==> src/rtl/bit_packer.sv <==
// bit_packer: packs 1..15-bit fields MSB-first into 32-bit words behind a ready/valid FIFO.
// Optional scan chain through cnt/acc enabled by defining BIT_PACKER_SCAN_EN.
module bit_packer #(
    parameter int WORD_W  = 32,
    parameter int FIELD_W = 15,
    parameter int LEN_W   = 4,
    parameter int DEPTH   = 4
) (
    input  logic               clk,
    input  logic               rst,
    input  logic               pushin,
    input  logic [LEN_W-1:0]   lenin,
    input  logic [FIELD_W-1:0] datain,
    input  logic               flushin,
    output logic               stallout,
    output logic               pushout,
    input  logic               readyin,
    output logic [WORD_W-1:0]  dataout,
    output logic [5:0]         lenout,
    input  logic               scanIn,
    input  logic               scanEnable,
    output logic               scanOut
);
    localparam int ACC_W = WORD_W + FIELD_W - 1;
    localparam int PW    = $clog2(DEPTH);

    logic [ACC_W-1:0]  acc, field, merged;
    logic [5:0]        cnt;
    logic [6:0]        total;
    logic              flush_pend, scan_en, scan_di;
    logic              push_ok, flush_req, flush_go, full_word, wr, rd;
    logic [WORD_W-1:0] wr_d;
    logic [5:0]        wr_l;
    logic [PW-1:0]     wptr, rptr;
    logic [PW:0]       occ;
    logic [WORD_W-1:0] mem_d [DEPTH];
    logic [5:0]        mem_l [DEPTH];

`ifdef BIT_PACKER_SCAN_EN
    assign scan_en = scanEnable;
    assign scan_di = scanIn;
    assign scanOut = acc[0];
`else
    logic unused_scan;
    assign unused_scan = scanIn ^ scanEnable;
    assign scan_en = 1'b0;
    assign scan_di = 1'b0;
    assign scanOut = 1'b0;
`endif

    // New field lands directly below the cnt residual bits, so acc stays zero below the valid bits
    assign field  = ACC_W'(datain & FIELD_W'((1 << lenin) - 1));
    assign merged = acc | (field << (ACC_W - int'(cnt) - int'(lenin)));
    assign total  = 7'(cnt) + 7'(lenin);

    assign stallout  = occ >= (PW+1)'(DEPTH - 1);
    assign pushout   = occ != '0;
    assign dataout   = mem_d[rptr];
    assign lenout    = mem_l[rptr];
    assign push_ok   = pushin & ~stallout & ~scan_en & (lenin != '0);
    assign flush_req = (flushin | flush_pend) & ~pushin & ~stallout & ~scan_en;
    assign flush_go  = flush_req & (cnt != '0);
    assign full_word = push_ok & (total >= 7'd32);
    assign wr        = full_word | flush_go;
    assign rd        = pushout & readyin;
    assign wr_d      = flush_go ? acc[ACC_W-1 -: WORD_W] : merged[ACC_W-1 -: WORD_W];
    assign wr_l      = flush_go ? cnt : 6'd32;

    always_ff @(posedge clk) begin
        if (rst) begin
            acc        <= '0;
            cnt        <= '0;
            flush_pend <= 1'b0;
            wptr       <= '0;
            rptr       <= '0;
            occ        <= '0;
            for (int i = 0; i < DEPTH; i++) begin
                mem_d[i] <= '0;
                mem_l[i] <= '0;
            end
        end else begin
            if (scan_en)
                {cnt, acc} <= {scan_di, cnt, acc[ACC_W-1:1]};
            else if (flush_go) begin
                acc <= '0;
                cnt <= '0;
            end else if (push_ok) begin
                acc <= full_word ? merged << WORD_W : merged;
                cnt <= full_word ? 6'(total - 7'd32) : total[5:0];
            end
            flush_pend <= (pushin & flushin & ~stallout & ~scan_en) ? 1'b1 : (flush_req ? 1'b0 : flush_pend);
            if (wr) begin
                mem_d[wptr] <= wr_d;
                mem_l[wptr] <= wr_l;
                wptr        <= wptr + 1'b1;
            end
            if (rd)
                rptr <= rptr + 1'b1;
            occ <= occ + (PW+1)'(wr) - (PW+1)'(rd);
        end
    end
endmodule

==> config.mk <==
export PLATFORM = sky130hd
export DESIGN_NAME = bit_packer
export DESIGN_NICKNAME = d
export VERILOG_FILES = /design/src/rtl/bit_packer.sv
export SDC_FILE = /design/constraint.sdc
export NUM_CORES = 1
export LEC_CHECK = 0
export BUFFER_PORTS_ARGS = -buffer_cell sky130_fd_sc_hd__buf_2
export CORE_MARGIN = 2
export CORE_UTILIZATION = 56
export DETAILED_ROUTE_END_ITERATION = 8
export HOLD_SLACK_MARGIN = 0.06
export PLACE_DENSITY = 0.76
export SLEW_MARGIN = 20
export SYNTH_ARGS = -nofsm -noshare
export SYNTH_HDL_FRONTEND = slang
export SYNTH_SLANG_ARGS = --single-unit
==> constraint.sdc <==
create_clock -name clk -period 3.6 [get_ports clk]
set_clock_uncertainty 0.2 [all_clocks]
set_input_delay 0 -clock clk [delete_from_list [all_inputs] [get_ports clk]]
set_output_delay 0 -clock clk [all_outputs]
set_load 0.03 [all_outputs]
==> reports/qor.csv, run 1 <==
stage,metric,value,unit
logic_synthesis,"FFs w/ async S/R, synth",0,
global_routing,GR peak layer,met2,
logic_synthesis,Area contributors post-synth,"edfxtp_1 40%, dfxtp_1 11%, mux4_2 7.6%",
clock_tree,Max Root-Sink Buffers,3,
setup_path,worst-path cell chain,inv_4 -> ha_4 -> fa_2 -> mux2_4 -> a32o_2 -> a21oi_1 -> a31oi_1 -> and3_1 -> or3_4 -> a311o_1 -> nor2b_1,
die,initial core utilization,0.571,
setup_path,"Req. time, crit path",3.63,ns
sta,Final Critical Period,3.55,ns
global_routing,largest net degree at the start of global routing,39,
placed_design,DPL Wire Length,22.8,mm
die,CORE AREA,20200,um2
clock_tree,Worst-Skew Late Latency,0.52,ns
die,die area,21800,um2
power_and_ir_drop,leak pwr,5.20,nW
sta,fmax,0.282,GHz
sta,final worst-path cycle share,0.986,
logic_synthesis,share of synthesized area occupied by flip-flops and latches,0.503,
sta,worst-margin pin slew,1.01,ns
placed_design,DP Area,12900,um2
global_routing,initial antenna violation count,0,
global_routing,met3 Track Usage GR,0.0534,
power_and_ir_drop,peak supply drop,0.000353,V
drt,number of routed nets with antenna violations,0,
power_and_ir_drop,Net Sw Frac,0.418,
logic_synthesis,post-synth top area share,0.395,
placed_design,Cells after DPL,1467,
global_routing,grt total ovfl,0,
clock_tree,H-tree lvl count,1,
die,chip height,148,um
die,Ports,67,
setup_path,Worst Path Max Fanout,5,
clock_tree,CTS tree,yes,
placed_design,I/O Buffers,63,
setup_path,Crit path arrival time,3.58,ns
drt,via density per instance,6.33,
global_routing,GRT Util Overall,0.309,
logic_synthesis,main flop type after synthesis,edfxtp_1,
drt,DRT iter0 DRCs,970,
cells_and_area,Final nets,1289,
cells_and_area,utilization after layout,0.700,
setup_path,"setup slack, reg-to-reg",0.05,ns
power_and_ir_drop,Cell Int Power,0.00645,W
setup_path,Startpoint Class,register,
flow_run,max cap viols,0,
cells_and_area,Area growth syn-to-layout,22.7,%
drt,WL/cell,22.2,um
cells_and_area,post-route cell area,14200,um2
global_routing,vias in the first global route,9515,
drt,First-pass DRT Iterations,5,
cells_and_area,fraction of layout cells with a size suffix above 1,0.306,
power_and_ir_drop,Seq pwr share,0.276,
setup_path,max incr delay on CP,0.61,ns
placed_design,Final GP Congestion,0.962,
die,Die Wd,148,um
cells_and_area,ant diodes,0,
sta,max-slew violation count,0,
setup_path,Worst path slowest cell,fa_2,
logic_synthesis,top-count cell post-synth,nor2_1,
cells_and_area,Non-Filler Instances,1532,
logic_synthesis,Mapped Avg Cell Area,10.6,um2
logic_synthesis,post-synth top area cell,edfxtp_1,
logic_synthesis,Unique masters post-synth,89,
logic_synthesis,cell area after synthesis,11500,um2
drt,DRC,0,
logic_synthesis,most frequent cells after synthesis,"225 x nor2_1, 152 x edfxtp_1, 73 x a21oi_1",
clock_tree,clock root buffer,clkbuf_16,
drt,drt total wl,34.0,mm
clock_tree,# clock sinks,214,
power_and_ir_drop,total net switching power,0.00464,W
power_and_ir_drop,PwrDens,783,nW/um2
global_routing,met1 usage,0.417,
sta,final setup fails,0,
die,std cell rows,52,
power_and_ir_drop,Comb power frac,0.530,
setup_path,Worst setup EP type,register,
sta,Slew HR,0.328,
logic_synthesis,yosys warns,0,
sta,unrepaired setup endpoints after global routing,true,
logic_synthesis,number of synthesized flops with an enable pin,152,
global_routing,met2 global-route usage,0.516,
worst_hold_path,Hold Path Class,in2reg,
logic_synthesis,register bit total from synthesis,214,
setup_path,CP Class,reg2reg,
power_and_ir_drop,Clock power frac,0.194,
outcome,outcome,"finished, final reports clean",
drt,Vias,9692,
clock_tree,cts bufs inserted,22,
sta,final hold violation count,0,
global_routing,first-pass GRT wire length,52.6,mm
clock_tree,Clock transition at path regs,0.06,ns
logic_synthesis,Synthesized Nets,1128,
logic_synthesis,Mapped Cells,1085,
power_and_ir_drop,Final Power,0.0111,W
[cell type report]
type / count / area, um2
inverter: 30 / 115
timing repair buffer: 211 / 1580
clock buffer: 33 / 622
clock inverter: 7 / 50.0
multi-input combinational: 767 / 5650
fill: 1486 / 6060
tap: 270 / 338
sequential: 214 / 5820
[through the flow]
step                setup slack (ns)  hold slack [ns]  setup TNS (ns)
finish                        0.0491           0.0671               0
detailed placement            -0.217            0.130           -2.52
global route                 -0.0844            0.107          -0.727
floorplan                   0.000456          -0.0199               0
global placement              -0.207            0.111           -1.98
CTS                          0.00375           0.0644               0
[layer usage]
metal,up-vias,wire length (um)
li1,4374,-
met1,4743,13300
met2,499,16600
met3,76,3020
met4,0,1010
met5,-,0
[timing repair]
| action | CTS | global route |
|---|---|---|
| gates resized for setup | 21 | 53 |
| pin swaps | 11 | 16 |
| setup endpoints to repair | 76 | 150 |
| cloned | 1 | 0 |
| hold buffers | 6 | 0 |
| hold endpoints to repair | 32 | 0 |
| setup buffers | 6 | 12 |
[registers in the layout (all words and copies together) (netlist names), named ones only]
name and flops:
mem_d 128, cnt 6, rptr 2, occ 3
wptr 2, mem_l 24, acc 46, flush_pend 1
[kinds of logic (layout without fill, tap and decap cells)]
kind of cell	Yosys count	in the layout	share of synthesized area
AND/OR/NAND/NOR	421	421	0.170
adder cells (fa/ha/maj)	17	17	0.0204
buffers and inverters	104	281	0.0409
flip-flops	214	214	0.503
other	1	1	0.000325
XOR/XNOR	19	19	0.0157
AO/OA/AOI/OAI	266	266	0.170
multiplexers	43	43	0.0798
[power groups by stage]
stage,clock network [W],logic [W],registers [W]
after floorplan,0,0.00326,0.00300
final,0.00215,0.00588,0.00306
after global placement,0,0.00510,0.00308
after global routing,0.00224,0.00624,0.00309
after CTS,0.00216,0.00534,0.00305
after detailed placement,0,0.00513,0.00310
[final timing paths]
check             cells past startpoint      endpoint  startpoint
setup / recovery                     11  mem_d[0][29]      cnt[0]
hold / removal                        5        cnt[1]    lenin[1]
setup reg to reg                     11  mem_d[0][29]      cnt[0]
hold reg to reg                       2       acc[10]     acc[10]
[worst max-delay path, delay by kind of cell, from the launching register on]
kind                     cells  cell delay, ns
AND/OR/NAND/NOR              3            0.72
buffers and inverters        1            0.04
multiplexers                 1            0.31
adder cells (fa/ha/maj)      2            0.84
AO/OA/AOI/OAI                4            0.80
flip-flops                   1            0.36
[placed cells by master, fill, tap and decap left out, types with 9 or more instances in the layout]
cell,synthesis,layout
nor2_1,225,221
edfxtp_1,152,152
buf_4,6,128
a21oi_1,73,66
buf_2,24,63
dfxtp_1,62,58
nand2_1,54,53
mux4_2,39,39
nor3_1,38,34
o21ai_0,35,31
inv_1,28,26
a211oi_1,27,25
clkbuf_16,0,22
and2_1,12,12
nand3_1,15,12
nor2b_1,12,11
o21a_1,10,10
a31oi_1,13,10
ha_1,14,10
buf_12,0,10
and3_1,9,9
Note: power is estimated with default switching activity, not from simulation.
==> run 2, diff against run 1 <==
==> constraint.sdc (replaced) <==
create_clock -name clk -period 3.25 [get_ports clk]
set_clock_uncertainty 0.2 [all_clocks]
set_input_delay 0 -clock clk [delete_from_list [all_inputs] [get_ports clk]]
set_output_delay 0 -clock clk [all_outputs]
set_load 0.03 [all_outputs]
==> reports/qor.csv, run 2 (synthesis gave the netlist of run 1 again) <==
stage,metric,value,unit,change
power_and_ir_drop,Seq pwr share,0.219,,was 0.276
power_and_ir_drop,peak supply drop,0.000595,V,was 0.000353 V
flow_run,max cap viols,0,,unchanged
setup_path,R2R Path Start,cnt[0],,unchanged
power_and_ir_drop,leak pwr,6.07,nW,was 5.20 nW
setup_path,worst-path cell chain,buf_4 -> buf_6 -> nand3_2 -> xor2_1 -> ha_1 -> o21ai_4 -> a21oi_4 -> or2_4 -> a21oi_4 -> o31a_1 -> buf_6 -> nor2_1 -> o21ai_4 -> a21oi_1,,was inv_4 -> ha_4 -> fa_2 -> mux2_4 -> a32o_2 -> a21oi_1 -> a31oi_1 -> and3_1 -> or3_4 -> a311o_1 -> nor2b_1
setup_path,Startpoint Class,register,,unchanged
die,initial core utilization,0.571,,unchanged
clock_tree,cts bufs inserted,23,,was 22
die,Die Wd,148,um,unchanged
sta,unrepaired setup endpoints after global routing,true,,unchanged
drt,DRT iter0 DRCs,1994,,was 970
worst_hold_path,hold worst-path end,acc[37],,was cnt[1]
placed_design,Final GP Congestion,0.974,,was 0.962
cells_and_area,post-route cell area,16300,um2,was 14200 um2
sta,final hold violation count,0,,unchanged
drt,drt total wl,48.9,mm,was 34.0 mm
setup_path,end of the worst register-to-register path,mem_d[0][13],,was mem_d[0][29]
power_and_ir_drop,PwrDens,964,nW/um2,was 783 nW/um2
power_and_ir_drop,Comb power frac,0.596,,was 0.530
global_routing,vias in the first global route,10800,,was 9515
cells_and_area,fillers,981,,was 1486
cells_and_area,utilization after layout,0.807,,was 0.700
drt,WL/cell,29.6,um,was 22.2 um
drt,DRC,12,,was 0
sta,Slew HR,0.279,,was 0.328
placed_design,DPL Wire Length,24.0,mm,was 22.8 mm
setup_path,WP buf/inv,3,,was 1
setup_path,CP Class,reg2reg,,unchanged
cells_and_area,Area growth syn-to-layout,41.4,%,was 22.7%
sta,final setup fails,333,,was 0
setup_path,worst reg2reg path depth,14,,was 11
die,chip height,148,um,unchanged
power_and_ir_drop,Cell Int Power,0.00884,W,was 0.00645 W
clock_tree,clock root buffer,clkbuf_16,,unchanged
setup_path,Crit path arrival time,4.13,ns,was 3.58 ns
cells_and_area,Largest regs,"mem_d (128), acc (46), mem_l (24)",,unchanged
outcome,outcome,"complete, but fails checks",,"was finished, final reports clean"
global_routing,first-pass GRT wire length,63.0,mm,was 52.6 mm
power_and_ir_drop,total net switching power,0.00690,W,was 0.00464 W
drt,Metal-1 WL,15.7,mm,was 13.3 mm
cells_and_area,Final nets,1406,,was 1289
setup_path,"Req. time, crit path",3.41,ns,was 3.63 ns
setup_path,"setup slack, reg-to-reg",-0.72,ns,was 0.05 ns
sta,max-slew violation count,0,,unchanged
worst_hold_path,Hold Path Class,in2reg,,unchanged
global_routing,grt total ovfl,0,,unchanged
sta,fmax,0.252,GHz,was 0.282 GHz
placed_design,post-place setup slack,-0.393,ns,was -0.217 ns
global_routing,initial antenna violation count,1,,was 0
power_and_ir_drop,Clock power frac,0.186,,was 0.194
sta,Hold Slack,0.130,ns,was 0.0671 ns
cells_and_area,fraction of layout cells with a size suffix above 1,0.453,,was 0.306
global_routing,largest net degree at the start of global routing,39,,unchanged
clock_tree,CTS tree,yes,,unchanged
clock_tree,Clock transition at path regs,0.08,ns,was 0.06 ns
clock_tree,H-tree lvl count,1,,unchanged
drt,First-pass DRT Iterations,9,,was 5
placed_design,DP Area,13600,um2,was 12900 um2
placed_design,I/O Buffers,63,,unchanged
cells_and_area,"commonest cells after routing, fill and taps aside","207 x buf_4, 190 x nor2_1, 152 x edfxtp_1",,"was 221 x nor2_1, 152 x edfxtp_1, 128 x buf_4"
cells_and_area,"most common cell after layout, fill and taps aside",buf_4,,was nor2_1
die,std cell rows,52,,unchanged
drt,Vias,11700,,was 9692
cells_and_area,largest register by flop count,mem_d,,unchanged
global_routing,GRT Util Overall,0.381,,was 0.309
sta,worst-margin pin slew,1.08,ns,was 1.01 ns
clock_tree,Max Root-Sink Buffers,3,,unchanged
sta,Final Critical Period,3.97,ns,was 3.55 ns
setup_path,Worst Path Max Fanout,6,,was 5
setup_path,max incr delay on CP,0.71,ns,was 0.61 ns
drt,met2 routed WL,22.4,mm,was 16.6 mm
drt,via density per instance,7.11,,was 6.33
sta,final worst-path cycle share,1.22,,was 0.986
cells_and_area,max reg flops,128,,unchanged
drt,number of routed nets with antenna violations,0,,unchanged
die,Ports,67,,unchanged
clock_tree,Worst-Skew Late Latency,0.55,ns,was 0.52 ns
drt,DR WL met3,6.54,mm,was 3.02 mm
clock_tree,# clock sinks,214,,unchanged
cells_and_area,area occupied by multi-input gates,6520,um2,was 5650 um2
die,die area,21800,um2,unchanged
worst_hold_path,hold path depth,6,,was 5
cells_and_area,register area,5820,um2,about the same
worst_hold_path,worst hold path startpoint,datain[14],,was lenin[1]
setup_path,crit-path leading delay family,compound AO/OA/AOI/OAI gates,,was adder cells
drt,top routing layer used,met4,,unchanged
setup_path,Worst path slowest cell,nor2_1,,was fa_2
sta,final setup margin,-0.719,ns,was 0.0491 ns
setup_path,Worst setup EP type,register,,unchanged
die,CORE AREA,20200,um2,unchanged
outcome,violated checks,"DRC, setup timing",,
power_and_ir_drop,Net Sw Frac,0.438,,was 0.418
==> run 2: tightest hold or removal path, cell delays in order <==
cell and delay [ns]:
buf_2 0.14, nand4_1 0.12, buf_4 0.15, o22ai_4 0.10
a22oi_1 0.21, a211oi_1 0.10
==> run 2: repair_timing <==
item                                    CTS  global route
endpoints found under the setup margin  205           262
endpoints found under the hold margin    35             0
pin swaps                               102            53
gates resized for setup                 176            94
buffers inserted                         36            22
hold buffers                              8             0
cloned                                    3             2
==> run 2: power by group through the flow <==
stage	Clock [W]	Combinational, W	Sequential (W)
2_1_floorplan	0	0.00373	0.00333
5_1_grt	0.00297	0.00959	0.00346
6_report	0.00292	0.00938	0.00344
3_5_place_dp	0	0.00631	0.00343
3_3_place_gp	0	0.00621	0.00341
4_1_cts	0.00281	0.00783	0.00340
==> run 2: stage by stage <==
step | setup TNS [ns] | std cells | power, W
after floorplan | -0.908 | 1085 | 0.00706
after global placement | -32.53 | 1540 | 0.00962
after detailed placement | -46.87 | 1540 | 0.00974
after CTS | -14.18 | 1627 | 0.0140
after global routing | -73.45 | 1650 | 0.0160
final | -62.23 | 1651 | 0.0157
==> run 2: worst max path at each step <==
stage / start / end / depth (start not counted)
after floorplan: cnt[0] / mem_d[3][29] / 11
after global placement: lenin[2] / mem_d[1][3] / 14
after detailed placement: cnt[0] / mem_d[1][20] / 13
after CTS: cnt[0] / mem_d[2][25] / 12
after global routing: cnt[0] / mem_d[0][13] / 14
final: cnt[0] / mem_d[0][13] / 14
==> run 2: cell type report <==
cell class / instances / share of cell area
multi-input cells: 767 / 0.399
flip-flops and latches: 214 / 0.356
repair buffers: 327 / 0.167
clock buffers: 27 / 0.0368
well taps: 270 / 0.0207
clock inverters: 15 / 0.0131
inverters: 30 / 0.00705
diodes: 1 / 0.000153
==> run 2: routing by layer <==
layer / track usage / vias up
met3: 0.0806 / 399
met2: 0.640 / 1253
met5: 0 / -
met4: 0.185 / 0
li1: - / 4621
met1: 0.470 / 5458
